## src/rtl/enable_table_loader_if.sv

```systemverilog
// enable_table_loader_if: config-byte stream in, enable-table write port and load status out.
interface enable_table_loader_if #(parameter int ADDR_BITS = 9);
  logic start, abort, in_valid, in_ready, table_we, ram_disable, rom_disable, busy, done;
  logic [7:0] in_data;
  logic [1:0] table_val;
  logic [ADDR_BITS-1:0] table_write_addr;
  modport master(
    output start, abort, in_data, in_valid,
    input in_ready, table_we, table_val, table_write_addr, ram_disable, rom_disable, busy, done
  );
  modport slave(
    input start, abort, in_data, in_valid,
    output in_ready, table_we, table_val, table_write_addr, ram_disable, rom_disable, busy, done
  );
endinterface

```

## src/rtl/enable_table_loader.sv

```systemverilog
// enable_table_loader: unpacks config bytes into 2-bit enable-table writes,
// holding the RAM/ROM paths off until a complete table has landed.
module enable_table_loader #(
  parameter int NUM_ENTRIES = 512,
  parameter int ADDR_BITS = 9
) (
  input logic fpga_clk,
  input logic reset,
  enable_table_loader_if.slave bus
);
  typedef enum logic [1:0] {IDLE, LOAD, WRITE, DONE} state_t;
  localparam int CW = ADDR_BITS + 1;
  localparam logic [CW-1:0] LAST = CW'(NUM_ENTRIES - 1);
  state_t state, state_n;
  logic [CW-1:0] cnt, cnt_n;
  logic [1:0] sub, sub_n, val, val_n;
  logic [7:0] data, data_n;
  logic [ADDR_BITS-1:0] addr, addr_n;
  logic dis, dis_n, last;
  // a byte ends early when the table fills mid-byte
  assign last = sub == 2'd3 || cnt == LAST;
  always_ff @(posedge fpga_clk or posedge reset)
    if (reset) begin
      state <= IDLE;
      cnt <= '0;
      sub <= '0;
      val <= '0;
      data <= '0;
      addr <= '0;
      dis <= 1'b1;
    end else begin
      state <= state_n;
      cnt <= cnt_n;
      sub <= sub_n;
      val <= val_n;
      data <= data_n;
      addr <= addr_n;
      dis <= dis_n;
    end
  always_comb begin
    state_n = state;
    cnt_n = cnt;
    sub_n = sub;
    val_n = val;
    data_n = data;
    addr_n = addr;
    dis_n = dis;
    case (state)
      IDLE: if (bus.start) begin
        state_n = LOAD;
        cnt_n = '0;
        dis_n = 1'b1;
      end
      LOAD: if (bus.abort) state_n = IDLE;
      else if (bus.in_valid) begin
        state_n = WRITE;
        data_n = bus.in_data;
        sub_n = '0;
        val_n = bus.in_data[1:0];
        addr_n = cnt[ADDR_BITS-1:0];
      end
      WRITE: if (bus.abort) state_n = IDLE;
      else begin
        cnt_n = cnt + 1'b1;
        sub_n = sub + 1'b1;
        val_n = last ? val : data[{sub_n, 1'b0} +: 2];
        addr_n = last ? addr : cnt_n[ADDR_BITS-1:0];
        state_n = !last ? WRITE : cnt == LAST ? DONE : LOAD;
        dis_n = !(last && cnt == LAST);
      end
      default: state_n = IDLE;
    endcase
  end
  assign bus.in_ready = state == LOAD;
  assign bus.table_we = state == WRITE;
  assign bus.busy = state == LOAD || state == WRITE;
  assign bus.done = state == DONE;
  assign bus.table_val = val;
  assign bus.table_write_addr = addr;
  assign bus.ram_disable = dis;
  assign bus.rom_disable = dis;
endmodule

```

## src/flat_wrapper.sv

```systemverilog
// flat-port wrapper written by rule: the top's interface ports become plain ports
module enable_table_loader_flat 
#(
  parameter int NUM_ENTRIES = 512,
  parameter int ADDR_BITS = 9
)
  (fpga_clk, reset, bus_start, bus_abort, bus_in_data, bus_in_valid, bus_in_ready, bus_table_we, bus_table_val, bus_table_write_addr, bus_ram_disable, bus_rom_disable, bus_busy, bus_done);
  enable_table_loader_if #(.ADDR_BITS(ADDR_BITS)) bus_i ();
  input logic fpga_clk;
  input logic reset;
  input wire logic [$bits(bus_i.start)-1:0] bus_start;
  input wire logic [$bits(bus_i.abort)-1:0] bus_abort;
  input wire logic [$bits(bus_i.in_data)-1:0] bus_in_data;
  input wire logic [$bits(bus_i.in_valid)-1:0] bus_in_valid;
  output wire logic [$bits(bus_i.in_ready)-1:0] bus_in_ready;
  output wire logic [$bits(bus_i.table_we)-1:0] bus_table_we;
  output wire logic [$bits(bus_i.table_val)-1:0] bus_table_val;
  output wire logic [$bits(bus_i.table_write_addr)-1:0] bus_table_write_addr;
  output wire logic [$bits(bus_i.ram_disable)-1:0] bus_ram_disable;
  output wire logic [$bits(bus_i.rom_disable)-1:0] bus_rom_disable;
  output wire logic [$bits(bus_i.busy)-1:0] bus_busy;
  output wire logic [$bits(bus_i.done)-1:0] bus_done;
  assign bus_i.start = bus_start;
  assign bus_i.abort = bus_abort;
  assign bus_i.in_data = bus_in_data;
  assign bus_i.in_valid = bus_in_valid;
  assign bus_in_ready = bus_i.in_ready;
  assign bus_table_we = bus_i.table_we;
  assign bus_table_val = bus_i.table_val;
  assign bus_table_write_addr = bus_i.table_write_addr;
  assign bus_ram_disable = bus_i.ram_disable;
  assign bus_rom_disable = bus_i.rom_disable;
  assign bus_busy = bus_i.busy;
  assign bus_done = bus_i.done;
  enable_table_loader #(.NUM_ENTRIES(NUM_ENTRIES), .ADDR_BITS(ADDR_BITS)) u_core (.fpga_clk(fpga_clk), .reset(reset), .bus(bus_i));
endmodule
```

## config.mk

```make
export PLATFORM = sky130hd
export DESIGN_NAME = enable_table_loader_flat
export DESIGN_NICKNAME = d
export VERILOG_FILES = /design/src/rtl/enable_table_loader_if.sv /design/src/rtl/enable_table_loader.sv /design/src/flat_wrapper.sv
export SDC_FILE = /design/constraint.sdc
export NUM_CORES = 1
export LEC_CHECK = 0
export ABC_CLOCK_PERIOD_IN_PS = 1700
export BUFFER_PORTS_ARGS = -buffer_cell sky130_fd_sc_hd__buf_2
export CAP_MARGIN = 20
export CORE_MARGIN = 2
export CORE_UTILIZATION = 45
export CTS_BUF_LIST = sky130_fd_sc_hd__clkbuf_16
export DETAILED_ROUTE_END_ITERATION = 16
export PLACE_DENSITY = 0.8
export SYNTH_ARGS = -nofsm -noshare
export SYNTH_HDL_FRONTEND = slang
export SYNTH_SLANG_ARGS = --single-unit
export TNS_END_PERCENT = 30
```

## constraint.sdc

```tcl
create_clock -name fpga_clk -period 1.7 [get_ports fpga_clk]
set_input_delay 0.17 -clock fpga_clk [delete_from_list [all_inputs] [get_ports fpga_clk]]
set_output_delay 0.17 -clock fpga_clk [all_outputs]
set_load 0.05 [all_outputs]
```

==> results of run 1 <==
kinds of logic after synthesis:
kind of cell	share of synthesized area [%]
adder cells (fa/ha/maj)	4.41
XOR/XNOR	3.08
flip-flops	42.9
AND/OR/NAND/NOR	13.3
multiplexers	18.9
buffers and inverters	5.47
AO/OA/AOI/OAI	11.9
cell usage after synthesis, types with 3 or more instances:
| master | instances | area, µm² |
|---|---|---|
| o21ai_0 | 11 | 55.1 |
| inv_1 | 9 | 33.8 |
| xor2_1 | 4 | 35.0 |
| nand3_1 | 6 | 30.0 |
| a31oi_1 | 3 | 18.8 |
| dfrtp_1 | 33 | 826 |
| a22o_1 | 5 | 43.8 |
| ha_1 | 7 | 87.6 |
| nor3_1 | 3 | 15.0 |
| buf_2 | 3 | 15.0 |
| xnor2_1 | 3 | 26.3 |
| nand2_1 | 16 | 60.1 |
| mux2_2 | 13 | 146 |
| buf_6 | 3 | 33.8 |
| nor2_1 | 8 | 30.0 |
| nand2b_1 | 3 | 18.8 |
| o31ai_1 | 4 | 30.0 |
| mux2i_1 | 5 | 50.1 |
| mux2_4 | 9 | 135 |
state kept, by name (all words and copies together) (netlist names):
register / count
u_core.bus.ram_disable: 1
u_core.bus.table_val: 2
u_core.bus.table_write_addr: 9
u_core.cnt: 10
u_core.data: 8
u_core.state: 2
u_core.sub: 2
where the power goes:
part	internal, mW	leakage, nW	switching, mW
registers	0.995	0.447	0.105
clock network	0.842	0.0940	0.344
logic	0.732	0.766	0.903
through the flow:
stage                     std cells  setup WS [ps]  hold slack (ps)
after floorplan                 177           -141              311
after global placement          278          -34.4              285
after detailed placement        278           -110              289
after CTS                       287          -88.1              113
after global routing            292           -119              115
final                           292          -83.2              119
how the worst max path moves through the flow:
stage                                           to  depth (start not counted)
floorplan                  u_core.bus.table_val[0]                          7
global placement                     u_core.cnt[9]                          6
detailed placement                   u_core.cnt[9]                          6
CTS                        u_core.bus.table_val[1]                          6
global route        u_core.bus.table_write_addr[1]                          6
finish              u_core.bus.table_write_addr[1]                          6
layout by cell type (no fill, tap or decap), drive strengths merged, types with 3 or more instances in the layout:
cell	count
buf	63
dfrtp	33
mux2	22
nand2	17
o21ai	13
inv	9
nor2	8
ha	7
nand3	6
mux2i	5
a22o	5
clkbuf	5
o31ai	5
xor2	4
nand2b	3
a31oi	3
nor3	3
xnor2	3
layer usage:
metal  up-vias  global-route usage [%]
met5         -                       0
met4         0                    7.69
met3        10                    5.05
met2        66                    31.7
met1       753                    24.4
li1        765                       -
final cells by class:
| class | instances | area [µm²] | share of cell area (%) |
|---|---|---|---|
| Clock buffer | 5 | 125 | 4.73 |
| Clock inverter | 3 | 68.8 | 2.60 |
| Inverter | 9 | 33.8 | 1.28 |
| Multi-Input combinational cell | 125 | 1070 | 40.3 |
| Sequential cell | 34 | 852 | 32.2 |
| Tap cell | 52 | 65.1 | 2.46 |
| Timing Repair Buffer | 64 | 435 | 16.5 |
what timing repair did:
item	CTS	global route
resized for setup	3	0
cloned	0	0
setup endpoints to repair	18	18
hold buffers	1	0
pin swaps	1	1
hold endpoints to repair	33	0
setup buffers	0	5
==> results by group, run 1 <==
CTS
  – Clk root buf: clkbuf_16
  – Clk_lat worst skew: 280 ps
  – CTS tree: done
  – Clk sinks: 34
  – Num CTS Buffers: 5
  – Worst-path clk slew: 60 ps
  – H-Tree Depth: 2
  – Max Root-Sink Buffers: 2

Synthesis
  – Post-Syn Area: 1990 µm²
  – Synthesized instance count: 177
  – Yosys warns: 0
  – Post-synth cell types: 43
  – Sequential element share of the synthesized area: 42.9%
  – Post-Syn Area per Cell: 11.2 µm²
  – Net Count, Synth: 197
  – EDFF count, synth: 0
  – FFs w/ async S/R, synth: 100%
  – Yosys reg bits: 34
  – Most common flop cell mapped by yosys: dfrtp_1

Floorplanning
  – Die ar.: 4970 µm²
  – Die height: 70.5 µm
  – Initial core utilization: 46.3%
  – Die outline width: 70.5 µm
  – Row count: 24
  – Std-Cell Core Area: 4290 µm²
  – # IOs: 30

STA
  – Layout Skew: 5.28 ps
  – Worst slew pin tran: 465 ps
  – Fin Setup TNS: -781 ps
  – PnR worst setup slack: -83.2 ps
  – Fmax: 561 MHz
  – RSZ-0062 raised after global routing: yes
  – Tcrit/Tclk final: 105%
  – Count of final setup violators: 13
  – Max-slew violations: 0
  – Period minus WS final: 1780 ps
  – Final-report hold violation count: 0
  – Slew HR: 69.0%

GRT
  – GRT Util Overall: 19.4%
  – Overflow after GRT: 0
  – Initial antenna violation count: 0
  – First-pass GRT wire length: 7540 µm
  – Largest net degree at the start of global routing: 35
  – Vias in the first global route: 1642

Power and ir drop
  – Final total power: 3.92 mW
  – Pwr dens: 1480 nW/µm²
  – Static Leak: 1.31 nW
  – VDD IR max: 0.00103 V

Setup path
  – Setup Crit Path Kind: flip-flop to flip-flop
  – Max stage delay on crit path: 420 ps
  – CP endpoint kind: flip-flop
  – CP startpoint: u_core.state[1]
  – CP max stage cell: dfrtp_1
  – Startpoint types: flip-flop
  – Crit path max-delay family: simple AND/OR/NAND/NOR gates
  – Critical Path, Cell by Cell: ha_4, nand4b_1, o31ai_2, or3_4, buf_4, mux2_4
  – Worst R2R Path Depth: 6
  – Reg2reg setup slack: -80 ps
  – Critical path arrival: 1950 ps
  – RR Endpoint: u_core.bus.table_write_addr[1]
  – WP buf/inv: 1
  – Worst Path Required: 1860 ps
  – Crit path max fanout: 7
  – Worst reg2reg startpoint: u_core.state[1]

Cells and area
  – Layout cells sized above 1: 44.6%
  – Fillers: 361
  – Antenna cell count: 0
  – Final core utilization: 61.6%
  – Layout Nets: 259
  – Synth-to-Final Area Change: 33.1%
  – Design Area, Final: 2650 µm²

Placement
  – Port Buffer Count: 29
  – Post-DP HPWL: 3100 µm
  – DP Area: 2380 µm²
  – GP Congestion: 0.848

Worst hold path
  – HP Start: bus_in_data[7]
  – Hold endpoint: u_core.data[7]
  – Tightest Hold Check Type: input pin to flip-flop
  – WHS Path Cells: 2

Status
  – Status: complete, but fails checks
  – Failing checks: setup timing

Route
  – DRT Pass-1 Iters: 4
  – M1 wire length: 1930 µm
  – Post-route ant nets: 0
  – WL met2: 2140 µm
  – Initial DRC Count: 87
  – Met3 WL post-DR: 288 µm
  – Via density: 5.46
  – DRC: 0
  – Top Layer Used: met4
  – Final WL: 4420 µm
  – Via Count: 1594
  – Routed WL per cell: 15.1 µm

Flow run
  – MaxCap Viol Count: 0
Power figures use the tool's default switching activity.
==> run 2: changes to the inputs <==
--- a/config.mk
+++ b/config.mk
@@ -8,3 +8,2 @@
 export ABC_CLOCK_PERIOD_IN_PS = 1700
-export BUFFER_PORTS_ARGS = -buffer_cell sky130_fd_sc_hd__buf_2
 export CAP_MARGIN = 20
@@ -14,3 +13,5 @@
 export DETAILED_ROUTE_END_ITERATION = 16
-export PLACE_DENSITY = 0.8
+export DONT_BUFFER_PORTS = 1
+export GPL_TIMING_DRIVEN = 0
+export PLACE_DENSITY = 0.74
 export SYNTH_ARGS = -nofsm -noshare
--- a/constraint.sdc
+++ b/constraint.sdc
@@ -3,2 +3,2 @@
 set_output_delay 0.17 -clock fpga_clk [all_outputs]
-set_load 0.05 [all_outputs]
+set_load 0.02 [all_outputs]
==> run 2 against run 1 <==
Compared with the run above:
- the run still ends with setup timing left
- non-clock buffer count down 48
- power down 15%
- clock power down 14%
- worst hold slack worse by 80 ps
- utilization down 6.6 points
- register-to-register slack worse by 70 ps
- setup slack worse by 75 ps
- sequential share of layout area up 4.0 points
- wire length down 9.7%
- cell count down 16%
- clock-buffer cell count unchanged
- critical path type unchanged
- largest cell class unchanged
==> results by group, run 2 (synthesis gave the netlist of run 1 again) <==
Floorplanning
  – # IOs: 30 (unchanged)
  – Die height: 70.5 µm (unchanged)
  – Std-Cell Core Area: 4290 µm² (unchanged)
  – Row count: 24 (unchanged)
  – Die ar.: 4970 µm² (unchanged)
  – Die outline width: 70.5 µm (unchanged)
  – Initial core utilization: 46.3% (unchanged)

CTS
  – Max Root-Sink Buffers: 2 (unchanged)
  – Clk sinks: 34 (unchanged)
  – H-Tree Depth: 2 (unchanged)
  – Num CTS Buffers: 5 (unchanged)
  – CTS tree: done (unchanged)
  – Clk root buf: clkbuf_16 (unchanged)
  – Worst-path clk slew: 60 ps (about the same)
  – Clk_lat worst skew: 280 ps (about the same)

Setup path
  – Reg2reg setup slack: -160 ps (was -80 ps)
  – Crit path max fanout: 10 (was 7)
  – Crit path to: u_core.bus.table_write_addr[4] (was u_core.bus.table_write_addr[1])
  – Startpoint types: flip-flop (unchanged)
  – Worst reg2reg startpoint: u_core.state[0] (was u_core.state[1])
  – Worst R2R Path Depth: 7 (was 6)
  – Critical path arrival: 2020 ps (was 1950 ps)
  – Worst Path Required: 1860 ps (about the same)
  – CP startpoint: u_core.state[0] (was u_core.state[1])
  – Setup Crit Path Kind: flip-flop to flip-flop (unchanged)
  – RR Endpoint: u_core.bus.table_write_addr[4] (was u_core.bus.table_write_addr[1])
  – CP endpoint kind: flip-flop (unchanged)

Power and ir drop
  – VDD IR max: 0.00104 V (was 0.00103 V)
  – Final total power: 3.33 mW (was 3.92 mW)
  – Pwr dens: 1410 nW/µm² (was 1480 nW/µm²)
  – NetSw: 1.09 mW (was 1.35 mW)
  – Cell Int Power: 2.24 mW (was 2.57 mW)
  – Static Leak: 1.07 nW (was 1.31 nW)
  – Sequential group share of total power: 35.4% (was 28.1%)
  – Net Sw Frac: 32.8% (was 34.5%)
  – Clock Power Share: 30.5% (was 30.2%)
  – Combinational Power Share: 34.1% (was 41.7%)

Route
  – Post-route ant nets: 0 (unchanged)
  – Initial DRC Count: 72 (was 87)
  – DRC: 0 (unchanged)
  – WL met2: 1880 µm (was 2140 µm)
  – Routed WL per cell: 16.4 µm (was 15.1 µm)
  – Final WL: 3990 µm (was 4420 µm)
  – Via density: 5.73 (was 5.46)
  – DRT Pass-1 Iters: 4 (unchanged)
  – M1 wire length: 1800 µm (was 1930 µm)
  – Met3 WL post-DR: 271 µm (was 288 µm)
  – Via Count: 1397 (was 1594)
  – Top Layer Used: met4 (unchanged)

GRT
  – Initial antenna violation count: 0 (unchanged)
  – GRT Util Overall: 17.1% (was 19.4%)
  – Overflow after GRT: 0 (unchanged)
  – Vias in the first global route: 1382 (was 1642)
  – Largest net degree at the start of global routing: 22 (was 35)
  – First-pass GRT wire length: 6650 µm (was 7540 µm)

Cells and area
  – Synth-to-Final Area Change: 18.8% (was 33.1%)
  – Final core utilization: 55.0% (was 61.6%)
  – Design Area, Final: 2360 µm² (was 2650 µm²)
  – Reg area: 855 µm² (was 852 µm²)
  – Commonest cells after routing, fill and taps aside: 31 x dfrtp_1, 16 x nand2_1, 13 x mux2_2 (was 33 x dfrtp_1, 32 x buf_4, 29 x buf_2)
  – Footprint of the multi-input gates: 1080 µm² (was 1070 µm²)
  – Most common cell after layout, fill and taps aside: dfrtp_1 (unchanged)
  – Top reg by flops: u_core.cnt (unchanged)
  – Max reg flops: 10 (unchanged)
  – Antenna cell count: 0 (unchanged)
  – Fillers: 353 (was 361)
  – Layout Nets: 211 (was 259)
  – Layout cells sized above 1: 33.9% (was 44.6%)

Placement
  – Post-DP HPWL: 2790 µm (was 3100 µm)
  – GP Congestion: 0.809 (was 0.848)
  – Port Buffer Count: 0 (was 29)
  – DP Area: 2100 µm² (was 2380 µm²)
  – Worst slack at placement: -276 ps (was -110 ps)

Worst hold path
  – Tightest Hold Check Type: input pin to flip-flop (unchanged)

STA
  – Fmax: 538 MHz (was 561 MHz)
  – Slew HR: 60.5% (was 69.0%)
  – Fin Hold WS: 38.6 ps (was 119 ps)
  – Worst slew pin tran: 592 ps (was 465 ps)
  – Tcrit/Tclk final: 109% (was 105%)
  – RSZ-0062 raised after global routing: yes (unchanged)
  – Period minus WS final: 1860 ps (was 1780 ps)
  – Final-report hold violation count: 0 (unchanged)
  – Max-slew violations: 0 (unchanged)
  – Count of final setup violators: 13 (unchanged)
  – Layout Skew: 5.45 ps (was 5.28 ps)
  – PnR worst setup slack: -158 ps (was -83.2 ps)

Status
  – Status: complete, but fails checks (unchanged)
  – Failing checks: setup timing (unchanged)

Flow run
  – MaxCap Viol Count: 0 (unchanged)
==> run 2: cell count changes in the layout (fill, tap and decap cells not counted), moves of 2 or more <==
| cell | change |
|---|---|
| buf_6 | +3 |
| nor3_1 | -2 |
| dfrtp_2 | +2 |
| dfrtp_1 | -2 |
| buf_4 | -26 |
| buf_2 | -26 |
| nor3_2 | +2 |
| clkinv_2 | +2 |
==> run 2: per-stage QoR <==
| stage | cells | setup TNS [ps] |
|---|---|---|
| 2_1_floorplan | 177 | -752 |
| 3_3_place_gp | 229 | -3930 |
| 3_5_place_dp | 230 | -4380 |
| 4_1_cts | 241 | -2410 |
| 5_1_grt | 244 | -2690 |
| 6_report | 244 | -1540 |
==> run 2: power by group through the flow <==
stage	logic, mW	registers, mW	clock network, mW
2_1_floorplan	0.818	1.16	0
3_3_place_gp	0.970	1.20	0
3_5_place_dp	0.998	1.20	0
4_1_cts	1.06	1.19	1.04
5_1_grt	1.23	1.21	1.06
6_report	1.14	1.18	1.02
==> run 2: how the worst min path moves through the flow <==
stage                     cells after the start            from                             end  slack (ps)
after floorplan                               1           reset         u_core.bus.table_val[0]         310
after global placement                        1  bus_in_data[6]                  u_core.data[6]         320
after detailed placement                      1           reset  u_core.bus.table_write_addr[8]         150
after CTS                                     1  bus_in_data[7]                  u_core.data[7]          30
after global routing                          1  bus_in_data[0]                  u_core.data[0]          30
final                                         1  bus_in_data[0]                  u_core.data[0]          40
==> run 2: area by class of cell <==
class	count	share of cell area, %
timing repair buffer	7	3.18
clock inverter	3	1.70
sequential	34	36.2
multi-input combinational	125	45.9
inverter	9	1.43
clock buffer	5	5.30
tap	52	2.76
buffer	9	3.55
==> run 2: metal layers <==
metal | vias to the layer above | track usage (%)
met4 | 0 | 7.69
met1 | 688 | 22.0
met2 | 34 | 25.7
met3 | 5 | 6.35
met5 | - | 0
li1 | 670 | -
==> run 2: worst max-delay path, stage by stage, from the launching register on <==
cell and delay [ps]:
dfrtp_1 400, inv_2 90, ha_4 220, nand4b_1 130, o31ai_2 260, or3_4 200, buf_12 140, mux2_4 300
==> run 2: timing repair <==
| action | 4_1_cts | 5_1_grt |
|---|---|---|
| endpoints found under the setup margin | 32 | 29 |
| buffers inserted | 2 | 3 |
| hold buffers | 1 | 0 |
| pin swaps | 2 | 2 |
| gates resized for setup | 6 | 7 |
| hold endpoints to repair | 12 | 0 |
==> run 3: changes to the inputs <==
Settings changed: CORE_UTILIZATION 45 to 50, PLACE_DENSITY 0.74 to 0.8.
==> run 3 against run 2 <==
Compared with the run above:
- largest power group unchanged
- critical path depth is 1 lower
- clock power up 13%
- critical path type unchanged
- highest routed layer unchanged
- global-route usage up 3.8 points
- the flow still finishes with violations (setup timing)
- via count grew 3.5%
==> results by group, run 3 (synthesis gave the netlist of run 1 again) <==
Cells and area
  – Layout Nets: 211 (unchanged)
  – Commonest cells after routing, fill and taps aside: 30 x dfrtp_1, 16 x nand2_1, 13 x mux2_2 (was 31 x dfrtp_1, 16 x nand2_1, 13 x mux2_2)
  – Top reg by flops: u_core.cnt (unchanged)
  – Most common cell after layout, fill and taps aside: dfrtp_1 (unchanged)
  – Max reg flops: 10 (unchanged)
  – Synth-to-Final Area Change: 19.7% (was 18.8%)
  – Layout cells sized above 1: 33.3% (was 33.9%)
  – Fillers: 317 (was 353)
  – Antenna cell count: 0 (unchanged)

STA
  – PnR worst setup slack: -175 ps (was -158 ps)
  – Tcrit/Tclk final: 110% (was 109%)
  – Count of final setup violators: 12 (was 13)
  – RSZ-0062 raised after global routing: yes (unchanged)
  – Max-slew violations: 0 (unchanged)
  – Fin Hold WS: 44.0 ps (was 38.6 ps)
  – Layout Skew: 4.59 ps (was 5.45 ps)
  – Fmax: 533 MHz (was 538 MHz)
  – Final-report hold violation count: 0 (unchanged)
  – Worst slew pin tran: 692 ps (was 592 ps)
  – Fin Setup TNS: -1690 ps (was -1540 ps)
  – Slew HR: 53.8% (was 60.5%)
  – Period minus WS final: 1880 ps (was 1860 ps)

Worst hold path
  – Tightest Hold Check Type: input pin to flip-flop (unchanged)

Status
  – Status: complete, but fails checks (unchanged)
  – Failing checks: setup timing (unchanged)

Setup path
  – Setup Crit Path Kind: flip-flop to flip-flop (unchanged)
  – Worst R2R Path Depth: 6 (was 7)
  – Worst reg2reg startpoint: u_core.cnt[0] (was u_core.state[0])
  – Crit path max fanout: 10 (unchanged)
  – Crit path to: u_core.bus.table_write_addr[8] (was u_core.bus.table_write_addr[4])
  – RR Endpoint: u_core.bus.table_write_addr[8] (was u_core.bus.table_write_addr[4])
  – Reg2reg setup slack: -180 ps (was -160 ps)
  – CP endpoint kind: flip-flop (unchanged)
  – Startpoint types: flip-flop (unchanged)
  – CP startpoint: u_core.cnt[0] (was u_core.state[0])
  – Worst Path Required: 1860 ps (about the same)
  – Critical path arrival: 2030 ps (was 2020 ps)

Placement
  – Post-DP HPWL: 3020 µm (was 2790 µm)
  – Port Buffer Count: 0 (unchanged)
  – GP Congestion: 0.903 (was 0.809)

GRT
  – Largest net degree at the start of global routing: 20 (was 22)
  – Initial antenna violation count: 0 (unchanged)
  – Overflow after GRT: 0 (unchanged)
  – First-pass GRT wire length: 6960 µm (was 6650 µm)
  – Vias in the first global route: 1511 (was 1382)
  – GRT Util Overall: 20.9% (was 17.1%)

Power and ir drop
  – Clock Power Share: 33.2% (was 30.5%)
  – Sequential group share of total power: 33.7% (was 35.4%)
  – Combinational Power Share: 33.1% (was 34.1%)
  – NetSw: 1.10 mW (was 1.09 mW)
  – Static Leak: 1.07 nW (about the same)
  – VDD IR max: 0.000936 V (was 0.00104 V)
  – Final total power: 3.48 mW (was 3.33 mW)
  – Net Sw Frac: 31.5% (was 32.8%)
  – Pwr dens: 1460 nW/µm² (was 1410 nW/µm²)
  – Cell Int Power: 2.38 mW (was 2.24 mW)

Route
  – Post-route ant nets: 0 (unchanged)
  – DRC: 0 (unchanged)
  – DRT Pass-1 Iters: 4 (unchanged)
  – Final WL: 4270 µm (was 3990 µm)
  – Initial DRC Count: 63 (was 72)
  – Routed WL per cell: 17.8 µm (was 16.4 µm)
  – Via density: 6.03 (was 5.73)
  – Via Count: 1446 (was 1397)

Floorplanning
  – Die ar.: 4500 µm² (was 4970 µm²)
  – Die height: 67.1 µm (was 70.5 µm)
  – Std-Cell Core Area: 3740 µm² (was 4290 µm²)
  – Die outline width: 67.1 µm (was 70.5 µm)
  – Row count: 22 (was 24)
  – Initial core utilization: 53.1% (was 46.3%)
  – # IOs: 30 (unchanged)

CTS
  – Worst-path clk slew: 50 ps (was 60 ps)
  – Max Root-Sink Buffers: 2 (unchanged)
  – CTS tree: done (unchanged)
  – Clk_lat worst skew: 280 ps (about the same)
  – Clk root buf: clkbuf_16 (unchanged)
  – Num CTS Buffers: 5 (unchanged)
  – Clk sinks: 34 (unchanged)
  – H-Tree Depth: 2 (unchanged)

Flow run
  – MaxCap Viol Count: 0 (unchanged)
run 3: cell types whose count changed in the layout (fill, tap and decap cells not counted):
cell,before,now
nand2b_4,1,0
dfrtp_1,31,30
dfrtp_2,2,3
nand2b_2,0,1
nor3_1,1,2
bufinv_16,1,2
o31ai_2,1,0
clkinv_1,0,1
nor3_2,2,1
clkinv_2,2,0
o31ai_4,0,1
run 3: layer usage:
metal | track usage [%] | up-vias | wire length (µm)
met4 | 6.89 | 0 | 49
li1 | - | 670 | -
met3 | 7.09 | 6 | 240
met1 | 22.2 | 732 | 1770
met2 | 38.2 | 38 | 2210
met5 | 0 | - | 0
run 3: final cells by class:
type	instances	area [µm²]	share of cell area (%)
Multi-Input combinational cell	125	1080	45.5
Clock buffer	5	125	5.26
Timing Repair Buffer	7	75.1	3.15
Buffer	9	83.8	3.52
Clock inverter	3	63.8	2.68
Sequential cell	34	856	36.0
Tap cell	48	60.1	2.52
Inverter	9	33.8	1.42
run 3: worst min-delay path by stage:
stage,start,end,slack (ps),cells past startpoint
floorplan,reset,u_core.bus.table_val[0],310,1
global placement,bus_in_data[3],u_core.data[3],320,1
detailed placement,reset,u_core.bus.table_write_addr[3],210,1
CTS,bus_in_data[7],u_core.data[7],40,1
global route,bus_in_data[7],u_core.data[7],40,1
finish,bus_in_data[6],u_core.data[6],40,1
run 3: worst max-delay path, stage by stage (launching register included):
cell      delay [ps]
dfrtp_2          440
ha_2             230
nand4b_1         150
o31ai_4           80
or3_4            400
buf_12           160
mux2_4           290
run 3: metrics by stage:
| step | setup WS (ps) | cell area (µm²) | std cells | util [%] |
|---|---|---|---|---|
| final | -175 | 2380 | 240 | 63.6 |
| after global routing | -249 | 2380 | 240 | 63.6 |
| after global placement | -216 | 2060 | 225 | 55.1 |
| after CTS | -226 | 2320 | 237 | 62.1 |
| after floorplan | -83.6 | 2000 | 177 | - |
| after detailed placement | -273 | 2090 | 226 | 55.9 |
run 3: repair_timing:
item,in CTS,in global routing
setup buffers,2,3
gates resized for setup,6,8
gates cloned,0,0
endpoints found under the setup margin,30,24
pin swaps,2,4
hold endpoints to repair,14,0
hold buffers,1,0
run 3: power groups by stage:
stage | Combinational (mW) | Sequential (mW) | Clock [mW]
finish | 1.15 | 1.17 | 1.15
global route | 1.25 | 1.19 | 1.20
CTS | 1.07 | 1.19 | 1.17
detailed placement | 1.01 | 1.20 | 0
global placement | 0.952 | 1.19 | 0
floorplan | 0.818 | 1.16 | 0
